`src/rtl/instr_fetch_if.sv`:
```
// Fetch-stage bundle: control from the pipeline, the ROM address/data pair and the decode-side result.
// The master modport is the fetch unit; the slave modport is the pipeline plus the ROM around it.
interface instr_fetch_if #(
  parameter int ADDR_W = 10
);
  logic              stall;
  logic              redirect;
  logic [31:0]       redirect_pc;
  logic              halt_req;
  logic              resume;
  logic [ADDR_W-1:0] rom_addr;
  logic [31:0]       rom_dout;
  logic [31:0]       if_pc;
  logic [31:0]       if_instr;
  logic              if_valid;
  logic              halted;

  modport master (
    input  stall, redirect, redirect_pc, halt_req, resume, rom_dout,
    output rom_addr, if_pc, if_instr, if_valid, halted
  );

  modport slave (
    output stall, redirect, redirect_pc, halt_req, resume, rom_dout,
    input  rom_addr, if_pc, if_instr, if_valid, halted
  );
endinterface

```
`src/rtl/instr_fetch.sv`:
```
// Fetch stage: PC drives the ROM word address, the ROM word lands in IR one edge later.
// stall holds PC/IR/if_valid; redirect and halt_req squash. FETCH_PERF_EN adds a fetch counter port.
module instr_fetch #(
  parameter logic [31:0] RESET_PC = 32'h0000_0000,
  parameter int          ADDR_W   = 10
) (
  input  logic              clk,
  input  logic              rst,
  instr_fetch_if.master     bus
`ifdef FETCH_PERF_EN
  ,
  output logic [31:0]       perf_fetch_cnt
`endif
);

  typedef enum logic {RUN, HALT} state_t;

  state_t      state_q, state_nxt;
  logic [31:0] pc_q, pc_nxt;
  logic [31:0] ir_q, ir_nxt;
  logic [31:0] ifpc_q, ifpc_nxt;
  logic        vld_q, vld_nxt;
  logic        fetch;
  logic [31:0] redirect_tgt;

  assign redirect_tgt = bus.redirect_pc & 32'hFFFF_FFFC;

  always_ff @(posedge clk or posedge rst) begin
    if (rst) begin
      state_q <= RUN;
      pc_q    <= RESET_PC;
      ir_q    <= 32'h0;
      ifpc_q  <= 32'h0;
      vld_q   <= 1'b0;
    end else begin
      state_q <= state_nxt;
      pc_q    <= pc_nxt;
      ir_q    <= ir_nxt;
      ifpc_q  <= ifpc_nxt;
      vld_q   <= vld_nxt;
    end
  end

  always_comb begin
    state_nxt = state_q;
    pc_nxt    = pc_q;
    ir_nxt    = ir_q;
    ifpc_nxt  = ifpc_q;
    vld_nxt   = vld_q;
    fetch     = 1'b0;
    case (state_q)
      RUN: begin
        if (bus.redirect) begin
          // Squash but keep IR/if_pc so decode still sees the last real instruction.
          pc_nxt  = redirect_tgt;
          vld_nxt = 1'b0;
          if (bus.halt_req) state_nxt = HALT;
        end else if (bus.halt_req) begin
          state_nxt = HALT;
          vld_nxt   = 1'b0;
        end else if (!bus.stall) begin
          ir_nxt   = bus.rom_dout;
          ifpc_nxt = pc_q;
          vld_nxt  = 1'b1;
          pc_nxt   = pc_q + 32'd4;
          fetch    = 1'b1;
        end
      end
      HALT: begin
        vld_nxt = 1'b0;
        if (bus.redirect) pc_nxt = redirect_tgt;
        if (bus.resume) state_nxt = RUN;
      end
      default: state_nxt = RUN;
    endcase
  end

  assign bus.rom_addr = pc_q[ADDR_W+1:2];
  assign bus.if_pc    = ifpc_q;
  assign bus.if_instr = ir_q;
  assign bus.if_valid = vld_q;
  assign bus.halted   = (state_q == HALT);

`ifdef FETCH_PERF_EN
  always_ff @(posedge clk or posedge rst) begin
    if (rst) perf_fetch_cnt <= 32'h0;
    else if (fetch) perf_fetch_cnt <= perf_fetch_cnt + 32'd1;
  end
`else
  logic unused_fetch;
  assign unused_fetch = fetch;
`endif

endmodule
```
`src/flat_wrapper.sv`:
```
// flat-port wrapper written by rule: the top's interface ports become plain ports
module instr_fetch_flat 
#(
  parameter logic [31:0] RESET_PC = 32'h0000_0000,
  parameter int          ADDR_W   = 10
)
  (clk, rst, bus_stall, bus_redirect, bus_redirect_pc, bus_halt_req, bus_resume, bus_rom_dout, bus_rom_addr, bus_if_pc, bus_if_instr, bus_if_valid, bus_halted);
  instr_fetch_if #(.ADDR_W(ADDR_W)) bus_i ();
  input  logic clk;
  input  logic rst;
  input wire logic [$bits(bus_i.stall)-1:0] bus_stall;
  input wire logic [$bits(bus_i.redirect)-1:0] bus_redirect;
  input wire logic [$bits(bus_i.redirect_pc)-1:0] bus_redirect_pc;
  input wire logic [$bits(bus_i.halt_req)-1:0] bus_halt_req;
  input wire logic [$bits(bus_i.resume)-1:0] bus_resume;
  input wire logic [$bits(bus_i.rom_dout)-1:0] bus_rom_dout;
  output wire logic [$bits(bus_i.rom_addr)-1:0] bus_rom_addr;
  output wire logic [$bits(bus_i.if_pc)-1:0] bus_if_pc;
  output wire logic [$bits(bus_i.if_instr)-1:0] bus_if_instr;
  output wire logic [$bits(bus_i.if_valid)-1:0] bus_if_valid;
  output wire logic [$bits(bus_i.halted)-1:0] bus_halted;
  assign bus_i.stall = bus_stall;
  assign bus_i.redirect = bus_redirect;
  assign bus_i.redirect_pc = bus_redirect_pc;
  assign bus_i.halt_req = bus_halt_req;
  assign bus_i.resume = bus_resume;
  assign bus_i.rom_dout = bus_rom_dout;
  assign bus_rom_addr = bus_i.rom_addr;
  assign bus_if_pc = bus_i.if_pc;
  assign bus_if_instr = bus_i.if_instr;
  assign bus_if_valid = bus_i.if_valid;
  assign bus_halted = bus_i.halted;
  instr_fetch #(.RESET_PC(RESET_PC), .ADDR_W(ADDR_W)) u_core (.clk(clk), .rst(rst), .bus(bus_i));
endmodule
```
`config.mk`:
```
export PLATFORM = sky130hd
export DESIGN_NAME = instr_fetch_flat
export DESIGN_NICKNAME = d
export VERILOG_FILES = /design/src/rtl/instr_fetch_if.sv /design/src/rtl/instr_fetch.sv /design/src/flat_wrapper.sv
export SDC_FILE = /design/constraint.sdc
export NUM_CORES = 1
export LEC_CHECK = 0
export CAP_MARGIN = 15
export CORE_UTILIZATION = 51
export CTS_BUF_LIST = sky130_fd_sc_hd__clkbuf_8
export DETAILED_ROUTE_END_ITERATION = 16
export MAX_ROUTING_LAYER = met4
export PLACE_DENSITY = 0.87
export SLEW_MARGIN = 20
export SYNTH_ARGS = -nofsm -noshare
export SYNTH_HDL_FRONTEND = slang
export SYNTH_SLANG_ARGS = --single-unit
export TNS_END_PERCENT = 10
```
`constraint.sdc`:
```
create_clock -name clk -period 9.35 [get_ports clk]
set_clock_uncertainty 0.15 [all_clocks]
set_input_delay 2.805 -clock clk [delete_from_list [all_inputs] [get_ports clk]]
set_output_delay 2.805 -clock clk [all_outputs]
set_load 0.05 [all_outputs]
```
* After elaboration in Yosys (flattened, before gate mapping)
Index checks and enable logic that the tools add are counted.
** Operators by class
- Add/subtract/negate cells :: 1
- $mul :: 0
- Divide/modulo/power cells :: 0
- $lt $le $gt $ge :: 0
- Eq/ne operators :: 4
- Shifts and indexed selects :: 0
- Multiplexer cells :: 12
- Bitwise gates (word level) :: 4
- Reduce and logical (&&, ||, !) cells :: 2
** Operators by type and width (count)
- $mux W32 :: 4
- $pmux W32 S2 :: 1
- $add A32 B3 Y32 const B :: 1
- $ne A3 B3 Y1 const B :: 2
- $mux W1 :: 5
- $ne A4 B4 Y1 const B :: 1
- $not A1 Y1 :: 4
- $pmux W1 S2 :: 2
- $reduce_and A4 Y1 :: 1
- $reduce_and A3 Y1 :: 1
- $ne A2 B2 Y1 const B :: 1
** Word-level totals
- Bits in registers :: 98
- Latch bits :: 0
- RAM bits :: 0
- Memory bits (read-only) :: 0
- Bits of input ports :: 70
- Output and inout bits :: 76
- Logic and storage cells :: 28
- Memories kept :: 0

* Logic depth before layout (Yosys ltp)
- Word-level depth :: 5
- Depth in mapped cells :: 7
- Mapped depth without buffers :: 5

* Worst setup path before layout
No wires, ideal clock.
- Path kind :: input to register
- Start point :: in bus_redirect
- End point :: reg u_core.ir_q[10] (netlist: u_core.bus.if_instr[10])
- Setup time :: 0.125 ns
- Data arrival time :: 4.116 ns
- Required time :: 9.075 ns
- Path slack :: 4.959 ns
- Stages :: 7
- Buffers on the path :: 4
- Cell sequence :: clkbuf_1 > or2_1 > buf_2 > nor3_2 > clkbuf_8 > buf_4 > mux2_2
** Between the ends
- Longest elaborated chain between the ends :: 2
** Ends and longest elaborated chain
- start, declared :: RTL line flat_wrapper.sv:12 : input wire logic [$bits(bus_i.redirect)-1:0] bus_redirect;
- $not A1 Y1 (no source line)
- $reduce_and A4 Y1 (no source line)
- end signal, assigned :: RTL line instr_fetch.sv:38 : ir_q <= ir_nxt;
- end, declared :: RTL line instr_fetch.sv:20 : logic [31:0] ir_q, ir_nxt;
No other way between the ends.
A chain may end at the register's enable or synchronous reset.

* Final worst setup path
- Start point :: in bus_redirect
- End point :: reg u_core.pc_q[23]
** Between the ends
- Longest elaborated chain between the ends :: 2
- Elaborated cells on any way between the ends :: 6
- Those cells by class :: 3 x eq/ne; 2 x mux; 1 x reduce/logical
** Ends and longest elaborated chain
- $ne A3 B3 Y1 (no source line) (tied with other cells)
- $reduce_and A3 Y1 (no source line) or $pmux W32 S2 (tied branches)
- end signal, assigned :: RTL line instr_fetch.sv:37 : pc_q <= pc_nxt;
- end, declared :: RTL line instr_fetch.sv:19 : logic [31:0] pc_q, pc_nxt;
Parallel ways exist; a longest one is shown, timed or not.

==> results.sh <==
export IMPL_outcome="finished, final reports clean"
export IMPL_finalNetCount=575
export IMPL_remaining_drcs=0
export IMPL_clock_tree_buffer_depth=2
export IMPL_synth_warnings=0
export IMPL_drv_max_cap_violation_count=0
export IMPL_avgRoutedWirePerCell_um=18.3
export IMPL_finalSetupViolCount=0
export IMPL_die_area_mm2=0.00917
export IMPL_clk_pin_slew_ns=0.09
export IMPL_timing_critical_path_from_type="input port"
export IMPL_die_h_um=95.7
export IMPL_cts_made_buffers=9
export IMPL_diodes=0
export IMPL_postCtsResizedCells=0
export IMPL_synthArstFlopShare=1.00
export IMPL_worst_path_max_delay_cell="buf_4"
export IMPL_max_fo_critical_path=65
export IMPL_clk_root_buffer_cell="clkbuf_8"
export IMPL_rsz_0062_raised_after_global_routing="false"
export IMPL_worstSkewPairLatency_ns=0.36
export IMPL_grt_met3_usage=0.0600
export IMPL_max_stage_delay_ns=0.68
export IMPL_static_leakage_power_nw=2.39
export IMPL_placement_setup_worst_slack_ns=3.57
export IMPL_number_of_standard_cells_after_synthesis=384
export IMPL_drt_iter0_markers=244
export IMPL_ys_types=58
export IMPL_layout_min_cycle_time_ns=5.43
export IMPL_global_route_peak_usage_layer="met2"
export IMPL_maxSlewHeadroom=0.273
export IMPL_grt_pass1_vias=3530
export IMPL_critical_path_top_delay_family="buffers and inverters"
export IMPL_grt_pass1_wl_um=17400
export IMPL_hold_viol=0
export IMPL_numPortBuffers=141
export IMPL_detailedPlacementHpwl_um=7710
export IMPL_totalNegativeSetupSlack_ns=0
export IMPL_postRouteWirelength_um=11200
export IMPL_p_total_mw=1.64
export IMPL_total_number_of_clock_tree_sinks=94
export IMPL_synth_edff_count=0
export IMPL_initial_antenna_violation_count=0
export IMPL_ys_seq_area_frac=0.525
export IMPL_final_max_slew_violation_count=0
export IMPL_worst_path_buf_inv=3
export IMPL_number_of_detailed_route_iterations_in_the_first_pass=5
export IMPL_worst_hold_path_type="register to register"
export IMPL_num_rows=33
export IMPL_antenna_violating_nets_post_route=0
export IMPL_ir_drop_mv=0.187
export IMPL_final_layout_size_suffix_gt1_frac=0.183
export IMPL_dr_total_vias=3630
export IMPL_pin_count_of_the_biggest_net_entering_global_routing=66
export IMPL_worstMarginPinSlew_ns=1.09
export IMPL_die_w_um=95.7
export IMPL_finalWeightedCongestion=0.845
export IMPL_pwr_density_cell_mw_per_mm2=274
export IMPL_avgSynthCellArea_um2=11.7
export IMPL_cp_cell_sequence="clkdlybuf4s50_1 -> buf_4 -> or2_1 -> nor3_4 -> buf_4 -> nand3_1 -> o311ai_0"
export IMPL_globalRouteOverflowTotal=0
export IMPL_total_setup_buffers_inserted_after_cts=0
export IMPL_fmax_ghz=0.184
export IMPL_core_mm2=0.00834
export IMPL_setup_worst_path_end_class="register"
export IMPL_fill_cells=581
export IMPL_hold_buffers=0
export IMPL_worstPathArrival_ns=5.51
export IMPL_fin_crit_sh=0.580
export IMPL_classification_of_the_worst_setup_path="input port to register"
export IMPL_gr_usage_all_layers=0.258
export IMPL_synth_main_ff_cell="dfrtp_1"
export IMPL_crit_path_frequent_cell="buf_4"
export IMPL_flow_area_growth_from_synthesis_pct=33.7
export IMPL_tritoncts="yes"
export IMPL_io_pins=146
export IMPL_grt_util_met1=0.318
export IMPL_worst_endpoint_required_ns=9.43
export IMPL_initial_core_utilization=0.537
export IMPL_syn_area_mm2=0.00448
export IMPL_avgViaCountPerCell=5.91
export IMPL_gr_usage_met2=0.429
export IMPL_setup_slack_ns=3.92
export IMPL_ys_ff_latch=94
export IMPL_cts_htree_levels=3
-- Yosys cell counts, types with 6 or more instances --
cell type | instances | area (um^2)
nand3_1 | 14 | 70.1
a21oi_1 | 15 | 75.1
nand2_1 | 17 | 63.8
inv_1 | 6 | 22.5
and4_1 | 7 | 61.3
nand4_1 | 12 | 75.1
o21ai_0 | 13 | 65.1
buf_4 | 18 | 135
a31oi_1 | 8 | 50.1
nor2_1 | 27 | 101
buf_6 | 6 | 67.6
mux2_2 | 62 | 698
and3_1 | 7 | 43.8
dfrtp_1 | 94 | 2350
-- final timing paths --
| check | from | to | slack [ns] | depth (start not counted) |
|---|---|---|---|---|
| setup / recovery | bus_redirect | u_core.pc_q[23] | 3.92 | 7 |
| hold / removal | u_core.bus.if_instr[16] | u_core.bus.if_instr[16] | 0.36 | 1 |
| min in group asynchronous | rst | u_core.bus.if_instr[28] | 2.66 | 2 |
| hold reg to reg | u_core.bus.if_instr[16] | u_core.bus.if_instr[16] | 0.36 | 1 |
| setup reg to reg | u_core.bus.halted | u_core.pc_q[23] | 6.52 | 5 |
| max in group asynchronous | rst | u_core.bus.if_pc[30] | 5.29 | 3 |
-- registers in the layout, summed over array words and instances (netlist names) --
name / flops
u_core.bus.halted: 1
u_core.bus.if_valid: 1
u_core.bus.if_instr: 32
u_core.bus.if_pc: 30
u_core.pc_q: 30
-- cell families (layout without fill, tap and decap cells) --
logic type               count (synthesis)  after routing  share of synthesized area
AO/OA/AOI/OAI                           74             74                      0.113
XOR/XNOR                                 2              2                    0.00391
buffers and inverters                   44            168                     0.0681
adder cells (fa/ha/maj)                  1              1                    0.00279
flip-flops                              94             94                      0.525
multiplexers                            62             62                      0.156
AND/OR/NAND/NOR                        106            106                      0.130
other                                    1              2                   0.000837
-- layout make-up --
class | instances | area, um^2 | area share
clock buffers | 9 | 124 | 0.0207
clock inverters | 7 | 77.6 | 0.0129
inverters | 6 | 25.0 | 0.00418
multi-input cells | 247 | 1830 | 0.306
flip-flops and latches | 94 | 2350 | 0.392
well taps | 105 | 131 | 0.0219
repair buffers | 146 | 1450 | 0.242
-- per-stage QoR --
stage / area, um^2 / hold WS (ns) / utilization / cells
3_3_place_gp: 5790 / 0.338 / 0.694 / 598
3_5_place_dp: 5790 / 0.344 / 0.694 / 598
6_report: 5990 / 0.361 / 0.719 / 614
5_1_grt: 5990 / 0.381 / 0.719 / 614
4_1_cts: 5990 / 0.365 / 0.719 / 614
2_1_floorplan: 4490 / 0.337 / - / 385
-- cells in the final DEF, fill, tap and decap left out, types with 2 or more instances in the layout --
cell,n
o22a_1,3
a311oi_1,2
o211ai_1,3
buf_4,5
o31ai_1,2
o311ai_0,4
clkbuf_8,9
a21oi_1,15
a22oi_1,2
conb_1,2
a31oi_1,8
and4_1,7
nor2_1,27
nand3_1,14
a222oi_1,2
and3_1,7
a211oi_1,3
inv_1,5
dfrtp_1,94
nand2_1,17
a2bb2oi_1,2
clkdlybuf4s50_1,141
o22ai_1,5
or4_1,4
nand4_1,12
o21ai_0,13
a32oi_1,2
nor3_1,4
or3_1,2
mux2_2,62
inv_6,3
-- power breakdown --
| group | total, mW | switching [mW] | internal [mW] |
|---|---|---|---|
| clock network | 0.274 | 0.148 | 0.126 |
| registers | 0.596 | 0.0789 | 0.517 |
| logic | 0.772 | 0.488 | 0.284 |
-- metal layers --
layer,share of wire,vias to the layer above,routed length [um]
li1,-,1656,-
met1,0.40,1786,4430
met2,0.52,170,5810
met3,0.068,18,765
met4,0.018,0,205
met5,0,-,0
(Power assumes the default switching activity.)
